File: config.mk
export PLATFORM = sky130hd
export DESIGN_NAME = portgroup_rx_fifo
export DESIGN_NICKNAME = d
export VERILOG_FILES = /design/src/rtl/portgroup_rx_fifo.sv
export SDC_FILE = /design/constraint.sdc
export NUM_CORES = 1
export LEC_CHECK = 0
export ABC_AREA = 1
export CAP_MARGIN = 40
export CORE_MARGIN = 2
export CORE_UTILIZATION = 55
export DETAILED_ROUTE_END_ITERATION = 10
export GPL_TIMING_DRIVEN = 0
export HOLD_SLACK_MARGIN = 0.12
export PLACE_DENSITY = 0.9
export SYNTH_ARGS = -nofsm -noshare
export SYNTH_HDL_FRONTEND = slang
export SYNTH_SLANG_ARGS = --single-unit
File: constraint.sdc
create_clock -name main_clk_i -period 3.9 [get_ports main_clk_i]
set_input_delay 0.39 -clock main_clk_i [delete_from_list [all_inputs] [get_ports main_clk_i]]
set_output_delay 0.39 -clock main_clk_i [all_outputs]
set_load 0.005 [all_outputs]
File: src/rtl/portgroup_rx_fifo.sv
// Multi-channel receive port group: per-channel FWFT FIFOs with backpressure or drop mode.
// Optional per-channel 8-bit drop counters when PORTGROUP_RX_OVFCNT_EN is defined.
module portgroup_rx_fifo #(
  parameter int width_p = 8,
  parameter int chan_p  = 2,
  parameter int depth_p = 4,
  parameter int mode_p  = 0
) (
  input  logic                                   main_clk_i,
  input  logic                                   main_rst_i,
  input  logic                                   regf_ctrl_ena_rval_i,
  input  logic                                   rx_valid_i,
  output logic                                   rx_ready_o,
  input  logic [$clog2(chan_p)-1:0]              rx_chan_i,
  input  logic [width_p-1:0]                     rx_data_i,
  output logic [chan_p*width_p-1:0]              regf_rx_data_rbus_o,
  input  logic [chan_p-1:0]                      regf_rx_data_rd_i,
  output logic [chan_p*$clog2(depth_p+1)-1:0]    regf_rx_level_rbus_o,
  output logic [chan_p-1:0]                      regf_rx_ovf_rbus_o,
`ifdef PORTGROUP_RX_OVFCNT_EN
  output logic [chan_p*8-1:0]                    regf_rx_ovfcnt_rbus_o,
`endif
  input  logic [chan_p-1:0]                      regf_rx_ovf_clr_i
);

  localparam int cw = $clog2(chan_p);
  localparam int lw = $clog2(depth_p + 1);
  localparam int pw = $clog2(depth_p);

  logic [width_p-1:0] mem [chan_p][depth_p];
  logic [pw-1:0]      rd_ptr [chan_p];
  logic [pw-1:0]      wr_ptr [chan_p];
  logic [lw-1:0]      level  [chan_p];
  logic [chan_p-1:0]  ovf;
  logic [chan_p-1:0]  full, empty, sel, push, pop, drop;
  logic               in_range, sel_full, accept;

  // Handshake: a word transfers on a cycle where rx_valid_i and rx_ready_o are both high;
  // ready never looks at valid, and in drop mode a transferred word aimed at a full FIFO is discarded.
  always_comb begin
    full     = '0;
    empty    = '0;
    sel      = '0;
    sel_full = 1'b0;
    in_range = ({1'b0, rx_chan_i} < (cw + 1)'(chan_p));
    for (int c = 0; c < chan_p; c++) begin
      full[c]  = (level[c] == lw'(depth_p));
      empty[c] = (level[c] == '0);
      sel[c]   = (rx_chan_i == cw'(c));
      if (sel[c]) sel_full = full[c];
    end
    if (mode_p == 0)
      rx_ready_o = !main_rst_i & regf_ctrl_ena_rval_i & in_range & !sel_full;
    else
      rx_ready_o = !main_rst_i & regf_ctrl_ena_rval_i & in_range;
    accept = rx_valid_i & rx_ready_o;
    push   = '0;
    pop    = '0;
    drop   = '0;
    for (int c = 0; c < chan_p; c++) begin
      push[c] = accept & sel[c] & !full[c];
      drop[c] = accept & sel[c] & full[c] & (mode_p != 0);
      pop[c]  = regf_rx_data_rd_i[c] & !empty[c];
    end
  end

  always_ff @(posedge main_clk_i or posedge main_rst_i) begin
    if (main_rst_i) begin
      for (int c = 0; c < chan_p; c++) begin
        rd_ptr[c] <= '0;
        wr_ptr[c] <= '0;
        level[c]  <= '0;
      end
      ovf <= '0;
    end else begin
      for (int c = 0; c < chan_p; c++) begin
        // Disabling flushes contents but leaves overflow history untouched.
        if (!regf_ctrl_ena_rval_i) begin
          rd_ptr[c] <= '0;
          wr_ptr[c] <= '0;
          level[c]  <= '0;
        end else begin
          if (push[c]) wr_ptr[c] <= wr_ptr[c] + 1'b1;
          if (pop[c])  rd_ptr[c] <= rd_ptr[c] + 1'b1;
          if (push[c] && !pop[c])      level[c] <= level[c] + 1'b1;
          else if (!push[c] && pop[c]) level[c] <= level[c] - 1'b1;
        end
        if (drop[c])                      ovf[c] <= 1'b1;
        else if (regf_rx_ovf_clr_i[c])    ovf[c] <= 1'b0;
      end
    end
  end

  // Storage needs no reset: the head is masked to zero whenever the level is zero.
  always_ff @(posedge main_clk_i) begin
    for (int c = 0; c < chan_p; c++)
      if (push[c]) mem[c][wr_ptr[c]] <= rx_data_i;
  end

  always_comb begin
    regf_rx_data_rbus_o  = '0;
    regf_rx_level_rbus_o = '0;
    for (int c = 0; c < chan_p; c++) begin
      regf_rx_data_rbus_o[c*width_p +: width_p] = empty[c] ? '0 : mem[c][rd_ptr[c]];
      regf_rx_level_rbus_o[c*lw +: lw]          = level[c];
    end
    regf_rx_ovf_rbus_o = ovf;
  end

`ifdef PORTGROUP_RX_OVFCNT_EN
  logic [7:0] ovf_cnt [chan_p];

  // A drop coinciding with a clear restarts the count at one.
  always_ff @(posedge main_clk_i or posedge main_rst_i) begin
    if (main_rst_i) begin
      for (int c = 0; c < chan_p; c++) ovf_cnt[c] <= '0;
    end else begin
      for (int c = 0; c < chan_p; c++) begin
        if (drop[c]) begin
          if (regf_rx_ovf_clr_i[c])       ovf_cnt[c] <= 8'd1;
          else if (ovf_cnt[c] != 8'hff)   ovf_cnt[c] <= ovf_cnt[c] + 8'd1;
        end else if (regf_rx_ovf_clr_i[c]) begin
          ovf_cnt[c] <= '0;
        end
      end
    end
  end

  always_comb begin
    regf_rx_ovfcnt_rbus_o = '0;
    for (int c = 0; c < chan_p; c++)
      regf_rx_ovfcnt_rbus_o[c*8 +: 8] = ovf_cnt[c];
  end
`endif

endmodule

[Word-level counts from Yosys, hierarchy flattened]
Memories as Yosys holds them, arrays and structs flattened.
Cells that the tools add are included.
Word-level totals
  register bits: 14
  memories: 1
  word-level logic and storage cells: 96
  bits of input ports: 17
  bits in writable memories: 64
Memory list
  mem: words 2, width 32, read ports 2, clocked after Yosys merged registers in 0, wr ports 1, line 30  | logic [width_p-1:0] mem [chan_p][depth_p];
Operators by class
  add/sub/neg operators: 8
  bitwise logic cells: 14
  eq/ne operators: 8
  mux-type cells: 34
  reduce and logical (&&, ||, !) cells: 19
  $lt $le $gt $ge: 6
Operators with widths (number)
  $mux 32: 4
  $mux 8: 8
  $bmux 8 s2: 2
  $demux 8 s2: 2
  $reduce_or 32->1: 1
  $mux 3: 6
  $mux 2: 8
  $ge 3x3->1 const B: 4
  $not 2->3: 4
  $logic_not 1->1: 10
  $and 1x1->1: 9
  $add 2x1->2 const B: 4
  $ne 2x1->1 const B: 4
  $add 3x1->3 const B: 2
  $eq 3x3->1 const B: 2
  $logic_and 1x1->1: 6
  $logic_not 3->1: 2
  $lt 3x1->1 const B: 2
  $ne 3x1->1 const B: 2
  $sub 3x1->3 const B: 2
  $mux 1: 4
  $not 1->1: 1

[Depth between registers and ports, before layout]
Gate-level depths: netlist of the first run.
  depth in word-level cells: 12
  gate-level depth with buffers: 12
  gate-level depth less buffers: 11

[Worst setup path before layout of the first run]
Ideal clock, no wire load.
  path type: register to register
  from: register level, in the netlist regf_rx_level_rbus_o[3]
  to: register level, in the netlist regf_rx_level_rbus_o[5]
  buffers on the path: 0
  setup time: 0.124 ns
  cell stages (with the launch flop): 11
  arrival time: 1.713 ns
  path slack: 2.063 ns
  cells stage by stage: dfrtp_1 > nor2_1 > nand3_1 > nand3_2 > nor2_4 > nand2_4 > nor2_8 > fa_1 > xor2_1 > o211ai_1 > nand2_1
On the way
  word-level cells in the longest chain between the ends: 10
  elaborated cells on any way between the ends: 21
  classes of those cells: add/sub (2); eq/ne (2); mux (4); bitwise (5); reduce/logical (8)
Ends and longest elaborated chain
  start: declaration: line 33  | logic [lw-1:0] level [chan_p];
  start signal: indexed assignment: line 85  | if (push[c] && !pop[c]) level[c] <= level[c] + 1'b1;
  start signal: indexed assignment: line 86  | else if (!push[c] && pop[c]) level[c] <= level[c] - 1'b1;
  $eq 3x3->1: line 47  | full[c] = (level[c] == lw'(depth_p));
  $mux 1: line 50  | if (sel[c]) sel_full = full[c];
  $logic_not 1->1: line 53  | rx_ready_o = !main_rst_i & regf_ctrl_ena_rval_i & in_range & !sel_full;
  $and 1x1->1: line 53
  $and 1x1->1: line 56  | accept = rx_valid_i & rx_ready_o;
  $and 1x1->1
  $and 1x1->1: line 61  | push[c] = accept & sel[c] & !full[c];
  $logic_not 1->1 / $logic_and 1x1->1 (equally long branches): line 86, 85
  $logic_and 1x1->1 / $mux 3 (equally long branches): line 86, 85
  $ne 3x1->1 (no source line) / $mux 3 (equally long branches)
Several ways; a longest one is shown, not always the timed one. The select of a mux whose other input is x is not followed.
A chain may end at the register's enable or synchronous reset.

[Worst setup path in the final report of the first run]
  from: register rd_ptr[3] in the netlist's numbering
  to: output port regf_rx_data_rbus_o[5]
On the way
  word-level cells in the longest chain between the ends: 5
Ends and longest elaborated chain
  start: declaration: line 31  | logic [pw-1:0] rd_ptr [chan_p];
  start signal: indexed assignment: line 84  | if (pop[c]) rd_ptr[c] <= rd_ptr[c] + 1'b1;
  $not 2->3 (implied by the code): line 104  | regf_rx_data_rbus_o[c*width_p +: width_p] = empty[c] ? '0 : mem[c][rd_ptr[c]];
  $bmux 8 s2: line 104
  $mux 8 (implied by the code) (2 in series): line 104
  $mux 8: line 104
  end: declaration: line 16  | output logic [chan_p*width_p-1:0] regf_rx_data_rbus_o,
Every way passes these cells. The select of a mux whose other input is x is not followed.

==> run_results.csv, run 1 <==
group,metric,value,unit
placed_design,routabilityCongestion,0.782,
timing,fin_setup_tns,0,ns
drt,ant_nets,0,
synthesis,syn-cell-area,3520,um2
floorplan,pin_count,42,
synthesis,yosys.area.top_type_share,54.6,%
placed_design,post_dp_cell_area,3980,um2
floorplan,die_y,84.0,um
global_routing,antenna_found_initial,0,
finish,final_area,4220,um2
timing,worst_slew_pin_slew,0.819,ns
timing,fin_crit_sh,74.1,%
floorplan,die_area,7050,um2
cts,holdBufCountCts,0,
cts,numCtsBuffers,9,
synthesis,syn-instance-count,322,
synthesis,yosysUniqueCellTypes,31,
drt,wl_per_cell,16.4,um
floorplan,start_util,56.0,%
cts,post_cts_resized,0,
cts,cts_tree,"yes",
synthesis,ys_ff_latch,78,
timing,clock_skew,0.00972,ns
finish,syn_to_final_growth,19.8,%
global_routing,grt_max_degree,15,
setup_path,crit_type,"reg2out",
drt,routed_wl,7430,um
finish,antennaDiodeCount,0,
synthesis,synthTopCellsByArea,"edfxtp_1 (55%), dfrtp_1 (10%), nor2_1 (8.0%), o21ai_0 (5.5%), inv_1 (3.1%)",
global_routing,grt_usage,22.4,%
cts,cts_sinks,78,
timing,slew_headroom,45.2,%
drt,drtIter0Drc,314,
placed_design,place_inst,436,
timing,finalHoldViolations,0,
min_path,worst_hold_path_type,"in2reg",
timing,min_period,2.89,ns
drt,first_pass_iters,4,
setup_path,worstPathRequired,3.51,ns
run_status,outcome,"finished clean",
pwr,p_leak,1.62,nW
cts,cts-root-buf,"clkbuf_8",
timing,setup_violations,0,
cts,cts.path.max_buffers,2,
drt,drcViolationCount,0,
global_routing,grt_pass1_wl,12000,um
finish,final_cell_mix,"nor2_1 (75), edfxtp_1 (64), o21ai_0 (39)",
synthesis,syn_avg_cell_area,10.9,um2
floorplan,core_area,6280,um2
setup_path,crit_fanout,10,
cts,path_clk_slew,0.08,ns
cts,postCtsSetupBuffers,0,
finish,drive_gt1_share,10.4,%
global_routing,grt_pass1_vias,2496,
global_routing,overflow,0,
drt,routed_via_density,5.52,
floorplan,die_w,84.0,um
timing,slew_violations,0,
finish,nNetsFinal,397,
flow_run,cap_viol_max_count,0,
pwr,ir_drop,0.339,mV
placed_design,portBuffers,36,
floorplan,rows,29,
timing,rsz0062_at_grt,"no",
setup_path,end_kind,"output port",
placed_design,dp_hpwl,4850,um
setup_path,start_kind,"flip-flop",
finish,instances_no_fill,452,
cts,htreeDepth,3,
setup_path,crit_arrival,2.50,ns
synthesis,yosysSeqAreaShare,64.6,%
cts,clk_latency,0.35,ns
pwr,p_per_area,585,nW/um2
synthesis,synth_top_cell_by_area,"edfxtp_1",
timing,timing.fmax,346,MHz
finish,layout_commonest_cell,"nor2_1",
synthesis,ys_warn_count,0,
drt,vias,2497,
[kinds of logic after synthesis]
family                     Yosys count  synth area share, %
and+or+nand+nor                    122                 16.4
DFF                                 78                 64.6
AOI/OAI and AO/OA                   63                 9.03
buffers and inverters               47                 5.62
adders and majority gates           10                 3.98
xor gates and xnor gates             1                0.249
other                                1                0.107
[synth_stat cells (all sizes together)]
master	count
nand3	12
edfxtp	64
a21oi	21
o211ai	1
xor2	1
nand2	25
nor2	80
conb	1
inv	32
nor3	1
nand4	4
clkbuf	5
o21ai	41
clkinv	3
buf	7
fa	2
dfrtp	14
ha	8
[metal layers]
metal	global-route usage, %	up-vias	wire length, um
li1	-	1175	-
met1	28.2	1190	2980
met3	4.75	23	431
met4	12.6	0	256
met2	36.3	109	3770
met5	0	-	0
[through the flow]
stage / hold WS (ns) / utilization, % / power [mW] / setup WS, ns
finish: 0.329 / 67.2 / 2.47 / 1.01
global route: 0.332 / 67.2 / 2.59 / 0.865
CTS: 0.320 / 67.2 / 2.48 / 1.03
detailed placement: 0.558 / 63.4 / 1.76 / 1.36
global placement: 0.527 / 63.4 / 1.73 / 1.42
floorplan: 0.279 / - / 1.39 / 2.06
[registers in the layout, indices dropped and copies added (netlist names)]
signal,cells
rd_ptr,4
regf_rx_level_rbus_o,6
wr_ptr,4
mem,64
[power breakdown]
group          switching [mW]  leakage, nW  internal, mW
Clock                   0.296        0.114         0.424
Combinational           0.409        0.739         0.350
Sequential             0.0431        0.762         0.944
Total                   0.748         1.62          1.72
[final cells by class]
type / count / area (um2)
fillers: 469 / 2060
well taps: 77 / 96.3
multi-input cells: 198 / 1050
inverters: 35 / 134
plain buffers: 12 / 63.8
flip-flops and latches: 78 / 2270
clock buffers: 10 / 128
clock inverters: 6 / 110
repair buffers: 36 / 360
[path summary, 6_finish.rpt]
| path | from | slack [ns] | endpoint | cells past startpoint |
|---|---|---|---|---|
| max in group asynchronous | main_rst_i | 3.07 | regf_rx_level_rbus_o[1]$_DFFE_PP0P_ | 2 |
| min in group asynchronous | main_rst_i | 0.44 | regf_rx_level_rbus_o[2]$_DFFE_PP0P_ | 2 |
| worst max-delay path | rd_ptr[3]$_DFFE_PP0P_ | 1.01 | regf_rx_data_rbus_o[5] | 6 |
| worst min-delay path | regf_ctrl_ena_rval_i | 0.33 | regf_rx_level_rbus_o[1]$_DFFE_PP0P_ | 3 |
| worst max register to register | regf_rx_level_rbus_o[5]$_DFFE_PP0P_ | 1.86 | mem[0][49]$_DFFE_PP_ | 5 |
| worst min register to register | regf_rx_level_rbus_o[1]$_DFFE_PP0P_ | 0.57 | regf_rx_level_rbus_o[1]$_DFFE_PP0P_ | 2 |
[critical path, stage by stage (launching register included)]
cell             delay (ns)
dfrtp_1                0.33
clkbuf_1               0.37
clkinv_1               0.40
nor2_1                 0.19
o21ai_0                0.14
a21oi_1                0.17
clkdlybuf4s50_1        0.53
Note: power is estimated with default switching activity, not from simulation.
==> run 2: changes to the inputs <==
==> constraint.sdc (replaced) <==
create_clock -name main_clk_i -period 2.86 [get_ports main_clk_i]
set_input_delay 0.286 -clock main_clk_i [delete_from_list [all_inputs] [get_ports main_clk_i]]
set_output_delay 0.286 -clock main_clk_i [all_outputs]
set_load 0.005 [all_outputs]
==> run_results.csv, run 2 (same netlist as run 1, synthesis figures left out) <==
group,metric,value,unit
cts,cts-root-buf,"clkbuf_8",
floorplan,start_util,56.0,%
setup_path,worstPathRequired,2.57,ns
pwr,p_seq_share,40.3,%
placed_design,dp_hpwl,4850,um
finish,nNetsFinal,395,
timing,setup_violations,0,
drt,drtIter0Drc,311,
setup_path,crit_fanout,10,
min_path,worst_hold_path_type,"in2reg",
global_routing,grt_pass1_wl,12000,um
floorplan,pin_count,42,
cts,path_clk_slew,0.08,ns
placed_design,portBuffers,36,
finish,layout_commonest_cell,"nor2_1",
drt,wl_per_cell,16.3,um
global_routing,grt_pass1_vias,2496,
global_routing,overflow,0,
finish,antennaDiodeCount,0,
setup_path,startpoint,"rd_ptr[2]$_DFFE_PP0P_",
cts,cts.path.max_buffers,2,
cts,clk_latency,0.35,ns
flow_run,cap_viol_max_count,0,
run_status,outcome,"finished clean",
drt,ant_nets,0,
finish,largest_reg_flops,64,
finish,syn_to_final_growth,19.9,%
cts,numCtsBuffers,9,
pwr,p_per_area,796,nW/um2
setup_path,crit_type,"reg2out",
pwr,intPower,2.34,mW
timing,min_period,2.70,ns
placed_design,place_inst,436,
finish,drive_gt1_share,11.3,%
cts,holdBufCountCts,0,
pwr,ir_drop,0.462,mV
timing,clock_skew,0.0101,ns
floorplan,die_area,7050,um2
finish,instances_no_fill,450,
timing,slew_violations,0,
timing,worst_slew_pin_slew,0.793,ns
floorplan,die_w,84.0,um
cts,htreeDepth,3,
timing,finalHoldViolations,0,
floorplan,core_area,6280,um2
timing,slew_headroom,46.9,%
floorplan,rows,29,
pwr,combPwrFrac,30.4,%
drt,vias,2463,
setup_path,crit_arrival,2.41,ns
drt,routed_via_density,5.47,
pwr,power_frac_clock,29.3,%
timing,rsz0062_at_grt,"no",
setup_path,r2r_start,"regf_rx_level_rbus_o[5]$_DFFE_PP0P_",
timing,timing.fmax,370,MHz
timing,fin_crit_sh,94.4,%
drt,first_pass_iters,4,
pwr,p_sw,1.02,mW
pwr,p_leak,1.62,nW
placed_design,routabilityCongestion,0.782,
cts,cts_sinks,78,
min_path,worstHoldStart,"regf_ctrl_ena_rval_i",
floorplan,die_y,84.0,um
timing,fin_setup_tns,0,ns
drt,routed_wl,7330,um
drt,drcViolationCount,0,
pwr,sw_frac_of_total,30.2,%
global_routing,antenna_found_initial,0,
setup_path,r2r_slack,0.86,ns
finish,final_cell_mix,"nor2_1 (75), edfxtp_1 (64), o21ai_0 (39)",
setup_path,start_kind,"flip-flop",
cts,cts_tree,"yes",
finish,num-fill-cells,470,
setup_path,end_kind,"output port",
global_routing,grt_usage,22.4,%
global_routing,grt_max_degree,15,
[run 2: cell types whose count changed in the layout (fill, tap and decap cells not counted)]
cell / before / now
clkinv_1: 4 / 2
clkbuf_1: 6 / 3
clkbuf_2: 0 / 1
clkinvlp_4: 1 / 3
[run 2: power by group through the flow]
stage,combinational (mW),sequential (mW),clock [mW]
after floorplan,0.536,1.36,0
after global placement,0.995,1.36,0
after detailed placement,1.03,1.37,0
after CTS,1.04,1.34,0.993
after global routing,1.13,1.36,1.04
final,1.02,1.35,0.983
[run 2: path summary, 6_finish.rpt]
kind | cells past startpoint | endpoint
worst max register to register | 5 | mem[0][0]$_DFFE_PP_
max in group asynchronous | 2 | regf_rx_level_rbus_o[1]$_DFFE_PP0P_
min in group asynchronous | 2 | rd_ptr[2]$_DFFE_PP0P_
worst max-delay path | 6 | regf_rx_data_rbus_o[5]
worst min register to register | 2 | regf_rx_level_rbus_o[1]$_DFFE_PP0P_
worst min-delay path | 3 | regf_rx_level_rbus_o[1]$_DFFE_PP0P_
[run 2: what timing repair did]
item                                    in CTS  in global routing
setup buffers                                0                  0
resized for setup                            0                  4
endpoints found under the setup margin       0                  9
[run 2: final cells by class]
| class | instances | area (um2) | share of cell area [%] |
|---|---|---|---|
| Tap cell | 77 | 96.3 | 2.28 |
| Clock buffer | 10 | 128 | 3.03 |
| Buffer | 10 | 57.6 | 1.36 |
| Multi-Input combinational cell | 198 | 1050 | 24.9 |
| Clock inverter | 6 | 110 | 2.61 |
| Timing Repair Buffer | 36 | 360 | 8.54 |
| Sequential cell | 78 | 2270 | 53.9 |
| Inverter | 35 | 141 | 3.35 |
[run 2: metrics by stage]
| stage | total power [mW] | setup slack [ns] | hold WS, ns | utilization, % | instance area, um2 |
|---|---|---|---|---|---|
| after floorplan | 1.90 | 1.02 | 0.175 | - | 3520 |
| after global placement | 2.36 | 0.484 | 0.527 | 63.4 | 3980 |
| after detailed placement | 2.40 | 0.427 | 0.558 | 63.4 | 3980 |
| after CTS | 3.38 | 0.0899 | 0.216 | 67.2 | 4220 |
| after global routing | 3.54 | 0.0337 | 0.228 | 67.2 | 4220 |
| final | 3.36 | 0.159 | 0.227 | 67.2 | 4220 |
[run 2: critical path, stage by stage, from the launching register on]
cell and delay, ns:
dfrtp_1 0.39, buf_2 0.18, inv_1 0.22, clkbuf_1 0.35
o21ai_0 0.21, a21oi_1 0.17, clkdlybuf4s50_1 0.53
[run 2: routing by layer]
metal,GRT usage [%],wire length [um]
met5,0,0
met4,12.6,224
met3,4.75,427
met2,36.3,3730
met1,28.2,2950
==> run 3: changes to the inputs <==
--- a/config.mk
+++ b/config.mk
@@ -13,6 +13,8 @@
 export GPL_TIMING_DRIVEN = 0
 export HOLD_SLACK_MARGIN = 0.12
 export PLACE_DENSITY = 0.9
+export RECOVER_POWER = 100
+export SKIP_LAST_GASP = 1
 export SYNTH_ARGS = -nofsm -noshare
 export SYNTH_HDL_FRONTEND = slang
 export SYNTH_SLANG_ARGS = --single-unit
==> run_results.csv, run 3 (same netlist as run 1, synthesis figures left out) <==
group,metric,value,unit
timing,slew_headroom,45.2,%
min_path,worstHoldStart,"regf_ctrl_ena_rval_i",
floorplan,core_area,6280,um2
finish,num-fill-cells,477,
finish,layout_commonest_cell,"nor2_1",
pwr,ir_drop,0.457,mV
setup_path,crit_type,"reg2out",
floorplan,rows,29,
finish,antennaDiodeCount,0,
setup_path,end_kind,"output port",
floorplan,pin_count,42,
timing,slew_violations,0,
placed_design,routabilityCongestion,0.782,
flow_run,cap_viol_max_count,0,
drt,wl_per_cell,16.4,um
setup_path,startpoint,"rd_ptr[2]$_DFFE_PP0P_",
timing,fin_crit_sh,94.7,%
floorplan,die_y,84.0,um
global_routing,grt_usage,22.4,%
pwr,p_per_area,791,nW/um2
pwr,power_frac_clock,29.7,%
finish,nNetsFinal,395,
timing,rsz0062_at_grt,"yes",
global_routing,antenna_found_initial,0,
setup_path,crit_arrival,2.42,ns
pwr,p_seq_share,40.9,%
drt,drtIter0Drc,321,
timing,worst_slew_pin_slew,0.819,ns
cts,numCtsBuffers,9,
cts,cts-root-buf,"clkbuf_8",
global_routing,grt_pass1_vias,2496,
timing,clock_skew,0.0104,ns
global_routing,grt_pass1_wl,12000,um
drt,first_pass_iters,4,
placed_design,portBuffers,36,
finish,seq_area,2270,um2
drt,drcViolationCount,0,
cts,holdBufCountCts,0,
pwr,sw_frac_of_total,30.3,%
placed_design,dp_hpwl,4850,um
finish,syn_to_final_growth,18.7,%
finish,largest_reg_flops,64,
cts,postCtsSetupBuffers,0,
timing,finalHoldViolations,0,
cts,cts_tree,"yes",
pwr,intPower,2.30,mW
setup_path,start_kind,"flip-flop",
floorplan,die_w,84.0,um
setup_path,crit_fanout,10,
timing,setup_violations,0,
global_routing,grt_max_degree,15,
drt,routed_wl,7370,um
cts,htreeDepth,3,
finish,multi_input_area,1010,um2
cts,cts_sinks,78,
pwr,combPwrFrac,29.4,%
floorplan,die_area,7050,um2
floorplan,start_util,56.0,%
pwr,total_power,3.30,mW
run_status,outcome,"finished clean",
cts,cts.path.max_buffers,2,
finish,drive_gt1_share,8.58,%
finish,final_cell_mix,"nor2_1 (77), edfxtp_1 (64), o21ai_0 (40)",
setup_path,r2r_start,"regf_rx_level_rbus_o[5]$_DFFE_PP0P_",
min_path,worst_hold_path_type,"in2reg",
drt,vias,2494,
cts,path_clk_slew,0.08,ns
timing,timing.fmax,369,MHz
global_routing,overflow,0,
finish,fin_util,66.5,%
timing,min_period,2.71,ns
cts,clk_latency,0.35,ns
pwr,p_sw,1.00,mW
pwr,p_leak,1.63,nW
drt,routed_via_density,5.54,
setup_path,worstPathRequired,2.57,ns
drt,ant_nets,0,
run 3: worst max-delay path, stage by stage, from the launching register on:
cell and delay (ns):
dfrtp_1 0.38, buf_2 0.18, inv_1 0.22, clkbuf_1 0.35
o21ai_0 0.21, a21oi_1 0.18, clkdlybuf4s50_1 0.54
run 3: path summary, 6_finish.rpt:
path	to	slack, ns	cells after the start
max	regf_rx_data_rbus_o[5]	0.15	6
min	regf_rx_level_rbus_o[1]$_DFFE_PP0P_	0.23	3
max reg2reg	mem[0][40]$_DFFE_PP_	0.67	5
min reg2reg	regf_rx_level_rbus_o[1]$_DFFE_PP0P_	0.57	2
max in group asynchronous	regf_rx_level_rbus_o[1]$_DFFE_PP0P_	1.99	2
min in group asynchronous	rd_ptr[2]$_DFFE_PP0P_	0.48	2
run 3: metal layers:
metal | wire [um] | vias up | track usage, % | share of wire (%)
li1 | - | 1175 | - | -
met1 | 2910 | 1194 | 28.2 | 40
met2 | 3800 | 102 | 36.3 | 52
met3 | 407 | 23 | 4.75 | 5.5
met4 | 244 | 0 | 12.6 | 3.3
met5 | 0 | - | 0 | 0
run 3: final cells by class:
| cell class | count | area share [%] |
|---|---|---|
| flip-flops and latches | 78 | 54.4 |
| clock inverters | 6 | 2.64 |
| repair buffers | 36 | 8.63 |
| well taps | 77 | 2.31 |
| inverters | 35 | 3.39 |
| plain buffers | 10 | 1.35 |
| multi-input cells | 198 | 24.2 |
| clock buffers | 10 | 3.06 |
run 3: through the flow:
| step | hold WS [ns] | area, um2 | TNS, ns | setup WS (ns) | cells |
|---|---|---|---|---|---|
| floorplan | 0.175 | 3520 | 0 | 1.02 | 323 |
| global placement | 0.527 | 3980 | 0 | 0.484 | 436 |
| detailed placement | 0.558 | 3980 | 0 | 0.427 | 436 |
| CTS | 0.216 | 4220 | 0 | 0.0899 | 452 |
| global route | 0.228 | 4180 | -0.00814 | -0.00814 | 450 |
| finish | 0.228 | 4180 | 0 | 0.153 | 450 |
run 3: timing repair:
item | CTS | global route
endpoints found under the setup margin | 0 | 9
gates resized for setup | 0 | 2
endpoints found under the hold margin | 0 | 0
run 3: power groups by stage:
stage               Clock (mW)  Sequential (mW)  Combinational [mW]
floorplan                    0             1.36               0.536
global placement             0             1.36               0.995
detailed placement           0             1.37                1.03
CTS                      0.993             1.34                1.04
global route              1.04             1.36                1.08
finish                   0.981             1.35               0.969
